### src/rtl/pattern_gen_pkg.sv
// Shared constants for the test-pattern generator: mode codes, colour codes,
// LFSR taps and helpers that widen colours to the configured channel width.
package pattern_pkg;

    localparam logic [2:0] MODE_BAR     = 3'd0;
    localparam logic [2:0] MODE_GRID    = 3'd1;
    localparam logic [2:0] MODE_GRAY    = 3'd2;
    localparam logic [2:0] MODE_COLOR   = 3'd3;
    localparam logic [2:0] MODE_CHECKER = 3'd4;
    localparam logic [2:0] MODE_SCROLL  = 3'd5;
    localparam logic [2:0] MODE_NOISE   = 3'd6;
    localparam logic [2:0] MODE_BLACK   = 3'd7;

    // Colours are {R,G,B} on/off codes; rgb_expand turns them into full-scale channels.
    localparam logic [2:0] RGB_BLACK   = 3'b000;
    localparam logic [2:0] RGB_BLUE    = 3'b001;
    localparam logic [2:0] RGB_GREEN   = 3'b010;
    localparam logic [2:0] RGB_CYAN    = 3'b011;
    localparam logic [2:0] RGB_RED     = 3'b100;
    localparam logic [2:0] RGB_MAGENTA = 3'b101;
    localparam logic [2:0] RGB_YELLOW  = 3'b110;
    localparam logic [2:0] RGB_WHITE   = 3'b111;

    localparam logic [23:0] LFSR_TAPS  = 24'hE1_0000;
    localparam int          MAX_DATA_W = 16;

    function automatic logic [3*MAX_DATA_W-1:0] rgb_expand(input logic [2:0] rgb, input int data_w);
        logic [3*MAX_DATA_W-1:0] ch;
        logic [3*MAX_DATA_W-1:0] res;
        ch                   = '0;
        ch[MAX_DATA_W-1:0]   = {MAX_DATA_W{1'b1}} >> (MAX_DATA_W - data_w);
        res                  = '0;
        if (rgb[0]) res = res | ch;
        if (rgb[1]) res = res | (ch << data_w);
        if (rgb[2]) res = res | (ch << (2 * data_w));
        return res;
    endfunction

    // Places an 8-bit value at the top of a data_w-bit channel.
    function automatic logic [MAX_DATA_W-1:0] byte_align(input logic [7:0] b, input int data_w);
        logic [MAX_DATA_W-1:0] wide;
        wide = {{(MAX_DATA_W-8){1'b0}}, b};
        return (data_w >= 8) ? (wide << (data_w - 8)) : (wide >> (8 - data_w));
    endfunction

    function automatic logic [2:0] bar_rgb(input logic [2:0] seg);
        logic [2:0] res;
        case (seg)
            3'd0:    res = RGB_WHITE;
            3'd1:    res = RGB_YELLOW;
            3'd2:    res = RGB_CYAN;
            3'd3:    res = RGB_GREEN;
            3'd4:    res = RGB_MAGENTA;
            3'd5:    res = RGB_RED;
            3'd6:    res = RGB_BLACK;
            3'd7:    res = RGB_BLUE;
            default: res = RGB_BLACK;
        endcase
        return res;
    endfunction

endpackage

### src/rtl/pattern_gen_if.sv
// Pixel request/response channel between a display driver (master) and pattern_gen (slave).
interface pattern_gen_if #(
    parameter int DATA_W  = 8,
    parameter int COORD_W = 12
) ();
    logic                  req;
    logic [COORD_W-1:0]    pixel_hpos;
    logic [COORD_W-1:0]    pixel_vpos;
    logic                  valid;
    logic [3*DATA_W-1:0]   data;
    logic                  frame_start;

    modport master (output req, pixel_hpos, pixel_vpos, input valid, data, frame_start);
    modport slave  (input req, pixel_hpos, pixel_vpos, output valid, data, frame_start);
endinterface

### src/rtl/pattern_gen_lfsr.sv
// 24-bit right-shifting Galois LFSR; exposes the current state and steps when enabled.
module pattern_lfsr
    import pattern_pkg::*;
#(
    parameter logic [23:0] SEED = 24'hACE1_5A
) (
    input  logic        clk,
    input  logic        rstn,
    input  logic        i_en,
    output logic [23:0] o_state
);

    logic [23:0] r_state;

    // State register; only reseeded by reset.
    always_ff @(posedge clk or negedge rstn) begin
        if (!rstn) begin
            r_state <= SEED;
        end else if (i_en) begin
            r_state <= {1'b0, r_state[23:1]} ^ (r_state[0] ? LFSR_TAPS : 24'h00_0000);
        end
    end

    assign o_state = r_state;

endmodule

### src/rtl/pattern_gen.sv
// Two-stage pipelined test-pattern source: stage 1 resolves per-pixel pattern
// features, stage 2 muxes the final colour. Frame settings latch on a (0,0) request.
module pattern_gen
    import pattern_pkg::*;
#(
    parameter int          DATA_W      = 8,
    parameter int          COORD_W     = 12,
    parameter int          GRID_SHIFT  = 5,
    parameter int          SCROLL_STEP = 4,
    parameter logic [23:0] LFSR_SEED   = 24'hACE1_5A
) (
    input  logic                 clk,
    input  logic                 rstn,
    input  logic [2:0]           i_mode,
    input  logic [3*DATA_W-1:0]  i_color,
    input  logic [COORD_W-1:0]   i_h_res,
    input  logic [COORD_W-1:0]   i_v_res,
    pattern_gen_if.slave         pix
);

    localparam logic [COORD_W:0] L_STEP  = (COORD_W+1)'(SCROLL_STEP);
    localparam logic [COORD_W:0] L_PITCH = (COORD_W+1)'(2 ** GRID_SHIFT);

    // Frame-level state
    logic [2:0]           r_mode_q;
    logic [COORD_W-1:0]   r_hres_q;
    logic [COORD_W-1:0]   r_vres_q;
    logic [COORD_W-1:0]   r_bar_w;
    logic [COORD_W-1:0]   r_scroll_off;
    logic [2:0]           r_seg;
    logic [COORD_W-1:0]   r_bound;

    // Stage 1
    logic                 r_s1_vld;
    logic                 r_s1_fs;
    logic                 r_s1_oor;
    logic                 r_s1_barz;
    logic                 r_s1_grid;
    logic                 r_s1_check;
    logic                 r_s1_scroll;
    logic [2:0]           r_s1_mode;
    logic [2:0]           r_s1_seg;
    logic [DATA_W-1:0]    r_s1_gray;
    logic [23:0]          r_s1_lfsr;

    // Stage 2
    logic                 r_valid;
    logic                 r_frame_start;
    logic [3*DATA_W-1:0]  r_data;

    logic                 w_fs;
    logic [2:0]           w_mode;
    logic [COORD_W-1:0]   w_hres;
    logic [COORD_W-1:0]   w_vres;
    logic [COORD_W-1:0]   w_bar_w;
    logic [COORD_W:0]     w_scroll_sum;
    logic [COORD_W-1:0]   w_scroll_nx;
    logic [COORD_W-1:0]   w_scroll;
    logic [COORD_W:0]     w_dist;
    logic                 w_scroll_hit;
    logic                 w_oor;
    logic [2:0]           w_seg;
    logic [COORD_W-1:0]   w_bound;
    logic [23:0]          w_lfsr;
    logic [3*DATA_W-1:0]  w_color;

    function automatic logic [3*DATA_W-1:0] rgb_full(input logic [2:0] rgb);
        return (3*DATA_W)'(rgb_expand(rgb, DATA_W));
    endfunction

    pattern_lfsr #(.SEED(LFSR_SEED)) u_lfsr (
        .clk     (clk),
        .rstn    (rstn),
        .i_en    (pix.req),
        .o_state (w_lfsr)
    );

    // Effective frame settings: a (0,0) request already sees the values it latches.
    always_comb begin
        w_fs         = pix.req && (pix.pixel_hpos == '0) && (pix.pixel_vpos == '0);
        w_scroll_sum = {1'b0, r_scroll_off} + L_STEP;
        w_scroll_nx  = (w_scroll_sum >= {1'b0, i_h_res}) ? COORD_W'(w_scroll_sum - {1'b0, i_h_res})
                                                         : COORD_W'(w_scroll_sum);
        if (w_fs) begin
            w_mode   = i_mode;
            w_hres   = i_h_res;
            w_vres   = i_v_res;
            w_bar_w  = i_h_res >> 3;
            w_scroll = w_scroll_nx;
        end else begin
            w_mode   = r_mode_q;
            w_hres   = r_hres_q;
            w_vres   = r_vres_q;
            w_bar_w  = r_bar_w;
            w_scroll = r_scroll_off;
        end
    end

    // Per-pixel features: range check, scroll distance and the running bar segment.
    always_comb begin
        w_oor = (pix.pixel_hpos >= w_hres) || (pix.pixel_vpos >= w_vres);
        if ({1'b0, pix.pixel_hpos} >= {1'b0, w_scroll}) begin
            w_dist = {1'b0, pix.pixel_hpos} - {1'b0, w_scroll};
        end else begin
            w_dist = {1'b0, pix.pixel_hpos} + {1'b0, w_hres} - {1'b0, w_scroll};
        end
        w_scroll_hit = (w_dist < L_PITCH);
        if (pix.pixel_hpos == '0) begin
            w_seg   = 3'd0;
            w_bound = w_bar_w;
        end else if ((pix.pixel_hpos == r_bound) && (r_seg != 3'd7)) begin
            w_seg   = r_seg + 3'd1;
            w_bound = r_bound + w_bar_w;
        end else begin
            w_seg   = r_seg;
            w_bound = r_bound;
        end
    end

    // Frame-level state updates on accepted requests.
    always_ff @(posedge clk or negedge rstn) begin
        if (!rstn) begin
            r_mode_q     <= MODE_BAR;
            r_hres_q     <= '0;
            r_vres_q     <= '0;
            r_bar_w      <= '0;
            r_scroll_off <= '0;
            r_seg        <= 3'd0;
            r_bound      <= '0;
        end else if (pix.req) begin
            r_seg   <= w_seg;
            r_bound <= w_bound;
            if (w_fs) begin
                r_mode_q     <= w_mode;
                r_hres_q     <= w_hres;
                r_vres_q     <= w_vres;
                r_bar_w      <= w_bar_w;
                r_scroll_off <= w_scroll;
            end
        end
    end

    // Stage 1 pipeline register.
    always_ff @(posedge clk or negedge rstn) begin
        if (!rstn) begin
            r_s1_vld    <= 1'b0;
            r_s1_fs     <= 1'b0;
            r_s1_oor    <= 1'b0;
            r_s1_barz   <= 1'b0;
            r_s1_grid   <= 1'b0;
            r_s1_check  <= 1'b0;
            r_s1_scroll <= 1'b0;
            r_s1_mode   <= MODE_BAR;
            r_s1_seg    <= 3'd0;
            r_s1_gray   <= '0;
            r_s1_lfsr   <= LFSR_SEED;
        end else begin
            r_s1_vld <= pix.req;
            r_s1_fs  <= w_fs;
            if (pix.req) begin
                r_s1_oor    <= w_oor;
                r_s1_barz   <= (w_bar_w == '0);
                r_s1_grid   <= (pix.pixel_hpos[GRID_SHIFT-1:0] == '0) || (pix.pixel_vpos[GRID_SHIFT-1:0] == '0);
                r_s1_check  <= pix.pixel_hpos[GRID_SHIFT] ^ pix.pixel_vpos[GRID_SHIFT];
                r_s1_scroll <= w_scroll_hit;
                r_s1_mode   <= w_mode;
                r_s1_seg    <= w_seg;
                r_s1_gray   <= pix.pixel_hpos[DATA_W-1:0];
                r_s1_lfsr   <= w_lfsr;
            end
        end
    end

    // Colour mux for the pixel held in stage 1.
    always_comb begin
        w_color = '0;
        if (r_s1_oor) begin
            w_color = rgb_full(RGB_BLACK);
        end else begin
            case (r_s1_mode)
                MODE_BAR:     w_color = rgb_full(r_s1_barz ? RGB_WHITE : bar_rgb(r_s1_seg));
                MODE_GRID:    w_color = rgb_full(r_s1_grid ? RGB_RED : RGB_BLACK);
                MODE_GRAY:    w_color = {3{r_s1_gray}};
                MODE_COLOR:   w_color = i_color;
                MODE_CHECKER: w_color = rgb_full(r_s1_check ? RGB_WHITE : RGB_BLACK);
                MODE_SCROLL:  w_color = rgb_full(r_s1_scroll ? RGB_WHITE : RGB_BLACK);
                MODE_NOISE:   w_color = {DATA_W'(byte_align(r_s1_lfsr[23:16], DATA_W)),
                                         DATA_W'(byte_align(r_s1_lfsr[15:8],  DATA_W)),
                                         DATA_W'(byte_align(r_s1_lfsr[7:0],   DATA_W))};
                MODE_BLACK:   w_color = rgb_full(RGB_BLACK);
                default:      w_color = rgb_full(RGB_BLACK);
            endcase
        end
    end

    // Stage 2 output register; data holds on idle cycles.
    always_ff @(posedge clk or negedge rstn) begin
        if (!rstn) begin
            r_valid       <= 1'b0;
            r_frame_start <= 1'b0;
            r_data        <= '0;
        end else begin
            r_valid       <= r_s1_vld;
            r_frame_start <= r_s1_fs;
            if (r_s1_vld) begin
                r_data <= w_color;
            end
        end
    end

    assign pix.valid       = r_valid;
    assign pix.frame_start = r_frame_start;
    assign pix.data        = r_data;

endmodule

### src/flat_wrapper.sv
// flat-port wrapper written by rule: the top's interface ports become plain ports
module pattern_gen_flat import pattern_pkg::*;
#(
    parameter int          DATA_W      = 8,
    parameter int          COORD_W     = 12,
    parameter int          GRID_SHIFT  = 5,
    parameter int          SCROLL_STEP = 4,
    parameter logic [23:0] LFSR_SEED   = 24'hACE1_5A
)
  (clk, rstn, i_mode, i_color, i_h_res, i_v_res, pix_req, pix_pixel_hpos, pix_pixel_vpos, pix_valid, pix_data, pix_frame_start);
  pattern_gen_if #(.DATA_W(DATA_W), .COORD_W(COORD_W)) pix_i ();
  input  logic clk;
  input  logic rstn;
  input  logic [2:0] i_mode;
  input  logic [3*DATA_W-1:0] i_color;
  input  logic [COORD_W-1:0] i_h_res;
  input  logic [COORD_W-1:0] i_v_res;
  input wire logic [$bits(pix_i.req)-1:0] pix_req;
  input wire logic [$bits(pix_i.pixel_hpos)-1:0] pix_pixel_hpos;
  input wire logic [$bits(pix_i.pixel_vpos)-1:0] pix_pixel_vpos;
  output wire logic [$bits(pix_i.valid)-1:0] pix_valid;
  output wire logic [$bits(pix_i.data)-1:0] pix_data;
  output wire logic [$bits(pix_i.frame_start)-1:0] pix_frame_start;
  assign pix_i.req = pix_req;
  assign pix_i.pixel_hpos = pix_pixel_hpos;
  assign pix_i.pixel_vpos = pix_pixel_vpos;
  assign pix_valid = pix_i.valid;
  assign pix_data = pix_i.data;
  assign pix_frame_start = pix_i.frame_start;
  pattern_gen #(.DATA_W(DATA_W), .COORD_W(COORD_W), .GRID_SHIFT(GRID_SHIFT), .SCROLL_STEP(SCROLL_STEP), .LFSR_SEED(LFSR_SEED)) u_core (.clk(clk), .rstn(rstn), .i_mode(i_mode), .i_color(i_color), .i_h_res(i_h_res), .i_v_res(i_v_res), .pix(pix_i));
endmodule
### config.mk
export PLATFORM = sky130hd
export DESIGN_NAME = pattern_gen_flat
export DESIGN_NICKNAME = d
export VERILOG_FILES = /design/src/rtl/pattern_gen_pkg.sv /design/src/rtl/pattern_gen_if.sv /design/src/rtl/pattern_gen_lfsr.sv /design/src/rtl/pattern_gen.sv /design/src/flat_wrapper.sv
export SDC_FILE = /design/constraint.sdc
export NUM_CORES = 1
export LEC_CHECK = 0
export CAP_MARGIN = 15
export CORE_MARGIN = 3
export CORE_UTILIZATION = 50
export CTS_BUF_LIST = sky130_fd_sc_hd__clkbuf_16
export DETAILED_ROUTE_END_ITERATION = 8
export PLACE_DENSITY = 0.72
export SETUP_SLACK_MARGIN = 0.2
export SYNTH_ARGS = -nofsm -noshare
export SYNTH_HDL_FRONTEND = slang
export SYNTH_SLANG_ARGS = --single-unit
### constraint.sdc
create_clock -name clk -period 8.7 [get_ports clk]
set_input_delay 1.74 -clock clk [delete_from_list [all_inputs] [get_ports clk]]
set_output_delay 1.74 -clock clk [all_outputs]
set_load 0.05 [all_outputs]
======== After elaboration in Yosys (flattened, before gate mapping) ========
Memories as Yosys holds them, arrays and structs flattened.
Cells that the tools add are included.
storage, ports and cells
  register bits after elaboration ......... 158
  memory bits (read-only) ................. 24
  bits of input ports ..................... 78
  word-level logic and storage cells ...... 91
  memories kept ........................... 1
operators by class
  add/sub/neg operators ................... 7
  magnitude comparators ................... 5
  eq/ne operators ......................... 9
  muxes and demuxes ....................... 32
  bitwise gates (word level) .............. 2
  reductions and logical operators ........ 14
memories
  name             depth  bits a word  rd ports  clocked after Yosys merged registers in  write ports  line                   source
  (no name shown)  8      3            1         0                                        0            pattern_gen_pkg.sv:48  case (seg)
operator list
  operator                                                               number
  24-bit one-hot mux with 8 select lines                                 1
  24-bit 2-to-1 mux                                                      6
  12-bit 2-to-1 mux                                                      7
  16-bit 2-to-1 mux                                                      4
  12-bit >= comparator                                                   3
  12-bit logical NOT                                                     3
  8-bit 2-to-1 mux                                                       4
  3-bit 2-to-1 mux                                                       9
  23-bit by 24-bit XOR with 24-bit output                                1
  12-bit by 12-bit adder with 13-bit output                              1
  12-bit by 3-bit adder with 13-bit output, second input constant        1
  13-bit by 12-bit >= comparator with 1-bit output                       1
  13-bit by 6-bit < comparator with 1-bit output, second input constant  1
  13-bit 2-to-1 mux                                                      1
  12-bit by 12-bit subtractor with 13-bit output                         1
  13-bit by 12-bit subtractor with 13-bit output                         1
  12-bit adder                                                           1
  12-bit == test                                                         1
  3-bit == test, second input constant                                   4
  12-bit subtractor                                                      1
  5-bit logical NOT                                                      2
  3-bit by 2-bit == test with 1-bit output, second input constant        2
  2-bit AND reduction                                                    2
  3-bit by 1-bit adder with 3-bit output, second input constant          1
  7 further kinds                                                        10

======== Longest topological paths before layout ========
  depth after elaboration ................. 9
  mapped depth ............................ 27

======== By module ========
Synthesis repeated with hierarchy kept, for this count alone.
unflattened totals
  cells, all modules ...................... 1,047
  area, all modules ....................... 9,942.0 um^2
by module, submodules not included
  module        times used  cells an instance  area an instance (um^2)  sequential area each (um^2)
  pattern_gen   1           990                8,942.3                  3,368.2
  pattern_lfsr  1           57                 999.7                    615.6

======== Least setup slack after synthesis ========
Ideal clock, no wire load.
  path kind ............................... input port to flip-flop
  start point ............................. input port i_h_res[8]
  end point ............................... register u_core.r_s1_scroll
  library setup time ...................... 0.130 ns
  data arrival time ....................... 5.974 ns
  setup slack ............................. 2.596 ns
  cell stages on the path ................. 23
  path buffers ............................ 2
  cell sequence ........................... inv_1 ha_1 nand4_1 or4_1 o211ai_2 or3_2 clkbuf_1 clkbuf_1 nor3_1 a31oi_1 o21ai_1 fa_1 inv_1 ha_1 o21a_1 o21a_1 o21ai_0 a21oi_1 o211ai_1 a21oi_1 a31o_2 a32oi_1 o31ai_2
between the ends
  longest elaborated chain between the ends .. 6
ends and longest elaborated chain
  what                                                                    line                source
  from (decl)                                                             flat_wrapper.sv:16  input logic [COORD_W-1:0] i_h_res;
  13-bit by 12-bit >= comparator with 1-bit output (*)                    pattern_gen.sv:82   w_scroll_nx = (w_scroll_sum >= {1'b0, i_h_res}) ? COORD_W'(w_scroll_sum - {1'b0, i_h_res})
  12-bit 2-to-1 mux (*)                                                   pattern_gen.sv:82
  12-bit 2-to-1 mux (*)                                                   pattern_gen.sv:84   if (w_fs) begin
  named net u_core.w_scroll[2]                                            pattern_gen.sv:58   logic [COORD_W-1:0] w_scroll;
  13-bit by 12-bit subtractor with 13-bit output (tied with other cells)  pattern_gen.sv:105  w_dist = {1'b0, pix.pixel_hpos} + {1'b0, w_hres} - {1'b0, w_scroll};
  13-bit 2-to-1 mux (*)                                                   pattern_gen.sv:102  if ({1'b0, pix.pixel_hpos} >= {1'b0, w_scroll}) begin
  13-bit by 6-bit < comparator with 1-bit output (*)                      pattern_gen.sv:107  w_scroll_hit = (w_dist < L_PITCH);
  to (signal assigned)                                                    pattern_gen.sv:165  r_s1_scroll <= w_scroll_hit;
  to (decl)                                                               pattern_gen.sv:40   logic r_s1_scroll;
The timed path passes the listed nets; every way through them passes the cells marked *.
A chain may end at the register's enable or synchronous reset.

======== Final worst setup path ========
  start point ............................. input port pix_pixel_hpos[5]
  end point ............................... register u_core.r_s1_scroll
RTL lines
  what                                                                    line                source
  from (decl)                                                             flat_wrapper.sv:19  input wire logic [$bits(pix_i.pixel_hpos)-1:0] pix_pixel_hpos;
  12-bit logical NOT (*)                                                  pattern_gen.sv:80   w_fs = pix.req && (pix.pixel_hpos == '0) && (pix.pixel_vpos == '0);
  1-bit logical AND (*) (2 in a row)                                      pattern_gen.sv:80
  12-bit 2-to-1 mux (*)                                                   pattern_gen.sv:84
  named net u_core.w_scroll[1]                                            pattern_gen.sv:58
  13-bit by 12-bit subtractor with 13-bit output (tied with other cells)  pattern_gen.sv:105
  13-bit 2-to-1 mux (*)                                                   pattern_gen.sv:102
  13-bit by 6-bit < comparator with 1-bit output (*)                      pattern_gen.sv:107
Marks and branches as above.

==> results.json <==
{
  "drive_gt1_share_pct": 7.90,
  "period_minus_slack_ps": 7030,
  "die_w_um": 144,
  "clk_pin_slew_worst_paths_ps": 60,
  "ctsResizeCount": 0,
  "swShare_pct": 26.7,
  "cp.arrival_ps": 7340,
  "setup_violations": 0,
  "gp_congestion": 0.933,
  "die_y_um": 144,
  "drtPass1Iterations": 5,
  "drv_slew": 0,
  "ir_drop_v": 0.000139,
  "timing.hold.ws_ps": 349,
  "track_usage_pct": 24.5,
  "p_clk_share_pct": 42.1,
  "synth_fp_nets": 1243,
  "initial_core_util_pct": 52.0,
  "startpoint_type": "input pin",
  "hold_path.class": "flop to flop",
  "p_comb_share_pct": 14.7,
  "status": "finished, final reports clean",
  "synth.avg_cell_area_um2": 8.87,
  "crit_path_end_kind": "flop",
  "wire_per_inst_um": 17.5,
  "ys.flop_type": "dfrtp_1",
  "fin_tns_setup_ps": 0,
  "rows": 49,
  "antenna_found_initial": 0,
  "yosys_register_bits": 151,
  "synth_edf_count": 0,
  "critPathMaxFanout": 20,
  "drt_iter0_markers": 535,
  "grt_first_pass_wirelength_mm": 39.8,
  "io_pins": 104,
  "async_flop_share_pct": 100,
  "cts_buffers": 17,
  "drt-total-wl_mm": 24.6,
  "met1_usage_pct": 36.2,
  "dp_hpwl_mm": 18.1,
  "cts_root_buf": "clkbuf_16",
  "period_share_pct": 80.8,
  "clockBufferDepth": 2,
  "cts_tree": "yes",
  "htree_levels": 4,
  "slew_headroom_pct": 27.8,
  "diodes": 0,
  "ys_seq_area_share_pct": 39.8,
  "grt.busiest_layer": "met2",
  "fin_nets": 1328,
  "clock_latency_ps": 430,
  "sequentialPowerShare_pct": 43.2,
  "fmax_ghz": 0.142,
  "internal-power_uw": 1430,
  "synth.cell_area_um2": 9570,
  "area_delta_synth_final_pct": 19.3,
  "fp.dieArea_um2": 20800,
  "via_count": 8004,
  "cap_violations": 0,
  "port_buffers": 103,
  "coreArea_um2": 18400,
  "hold_violations": 0,
  "required_ps": 9010,
  "power_density_nw_per_um2": 171,
  "globalRouteMet2Util_pct": 37.0,
  "via_per_inst": 5.69,
  "cts_setup_buffers": 0,
  "syn_inst": 1079,
  "switching_power_uw": 519,
  "grt_max_degree": 92,
  "gr-total-overflow": 0,
  "first_global_vias": 7530,
  "rsz0062_at_grt": "no",
  "ys_warn_count": 0,
  "cts.sinks": 151,
  "ys_types": 65,
  "cts_hold_buf": 0,
  "remaining_drc_errors": 0,
  "p_leak_uw": 0.00544,
  "grt_use_met3_pct": 4.33,
  "criticalPathCategory": "input pin to flop",
  "ant_nets": 0,
  "worstMarginPinSlew_ps": 1080,
  "fin_skew_ps": 11.7
}
-- final timing paths --
| path | depth (start not counted) | slack, ps | start | to |
|---|---|---|---|---|
| setup / recovery | 21 | 1670 | pix_pixel_hpos[5] | u_core.r_s1_scroll |
| hold / removal | 0 | 350 | u_core.r_s1_fs | u_core.pix.frame_start |
| setup reg to reg | 26 | 2270 | u_core.r_scroll_off[4] | u_core.r_s1_scroll |
| hold reg to reg | 0 | 350 | u_core.r_s1_fs | u_core.pix.frame_start |
| max in group asynchronous | 2 | 5990 | rstn | u_core.r_s1_gray[2] |
| min in group asynchronous | 1 | 1370 | rstn | u_core.r_vres_q[4] |
-- cell type report --
class | instances | area (µm²)
multi-input cells | 755 | 5110
fillers | 1617 | 6980
clock inverters | 15 | 224
repair buffers | 111 | 1090
clock buffers | 17 | 425
flip-flops and latches | 151 | 3800
well taps | 229 | 287
inverters | 128 | 480
-- worst max-delay path, stage by stage --
cell and delay [ps]:
clkdlybuf4s50_1 640, nor4_1 480, and4_1 800, nand4_2 430, inv_2 140, nand2_1 200, nand2_1 160, o21ai_0 160
fa_1 530, inv_1 40, ha_1 270, and3b_1 170, o21a_1 160, o21a_1 160, o21ai_0 200, a21oi_1 130
o211ai_1 260, a21oi_1 100, a31o_2 230, a32oi_1 230, o31ai_2 90
-- power groups by stage --
stage / Sequential [µW] / Combinational [µW] / Clock (µW)
final: 841 / 287 / 819
after global routing: 849 / 321 / 859
after CTS: 840 / 286 / 830
after detailed placement: 852 / 283 / 0
after global placement: 850 / 279 / 0
after floorplan: 845 / 164 / 0
-- cells in the mapped netlist (all sizes together) (2+ instances only) --
library cell  number  share of area, %
dfrtp            131                34
o22ai             25               1.7
nand2            187               7.3
and3               6              0.39
mux2              20               2.4
nand3             12              0.63
nor4              12              0.78
and4               2              0.18
a22o              16               1.5
nor4bb             3              0.31
nor3               7              0.48
dfstp             20               5.5
mux2i             17               1.8
o21bai             4              0.31
clkbuf            37               1.5
a21boi             3              0.24
a221oi            17               1.6
o21a               4              0.31
fa                12               2.5
ha                74               9.7
a211o              2              0.18
and2               8              0.52
o221ai             2              0.18
o21ai             83               4.3
nor3b              2              0.16
nor2              42               1.6
a31oi             10              0.65
or3                4              0.27
buf                8              0.37
o211ai             2              0.21
xor2              16               1.5
xnor2             25               2.3
inv              128               5.0
a21oi             55               2.9
a31o               3              0.27
a211oi             5              0.39
o31ai              2              0.21
nor2b             12              0.78
or4                3              0.24
nand4              8              0.65
nand2b             9              0.59
a21o              28               2.2
-- sequential cells by signal, indices dropped and copies added, names as in the netlist, 3 cells and up --
| register | cells |
|---|---|
| u_core.r_seg | 3 |
| u_core.r_bar_w | 12 |
| u_core.r_bound | 12 |
| u_core.r_s1_mode | 3 |
| u_core.r_hres_q | 12 |
| u_core.r_vres_q | 12 |
| u_core.u_lfsr.o_state | 24 |
| u_core.r_mode_q | 3 |
| u_core.r_s1_lfsr | 17 |
| u_core.r_s1_gray | 8 |
| u_core.r_scroll_off | 12 |
| u_core.pix.data | 24 |
-- through the flow --
step	std cells	area, µm²	utilization, %	total power [µW]	worst slack (ps)
3_5_place_dp	1373	10800	58.5	1130	1380
4_1_cts	1405	11400	62.0	1960	1810
2_1_floorplan	1079	9570	-	1010	2600
6_report	1406	11400	62.1	1950	1670
5_1_grt	1406	11400	62.1	2030	1260
3_3_place_gp	1373	10800	58.5	1130	1500
-- kinds of logic (layout without fill, tap and decap cells) --
kind of cell    Yosys count  in the layout  synth area share [%]
flops                   151            151                  39.8
compound gates          271            271                  18.1
simple gates            319            319                  15.1
buf+inv                 173            271                  6.84
xor+xnor                 41             41                  3.75
mux                      37             37                  4.13
fa+ha+maj                87             87                  12.3
-- placed cells by master (no fill, tap or decap), types with 17 or more instances in the layout --
cell type,netlist,routed
a21o_1,28,28
clkbuf_16,0,17
o22ai_1,24,24
nand2_1,187,187
a21oi_1,55,55
nor2_1,42,42
ha_1,74,74
a221oi_1,17,17
dfrtp_1,131,131
clkdlybuf4s50_1,0,101
mux2_2,20,20
mux2i_1,17,17
inv_1,127,128
o21ai_0,80,79
xnor2_1,25,25
dfstp_2,20,20
-- metal layers --
| metal | vias to the layer above | part of all wire [%] |
|---|---|---|
| met1 | 3843 | 48 |
| met3 | 31 | 5.2 |
| met2 | 236 | 45 |
| li1 | 3894 | - |
| met5 | - | 0 |
| met4 | 0 | 1.6 |
(Power assumes the default switching activity.)
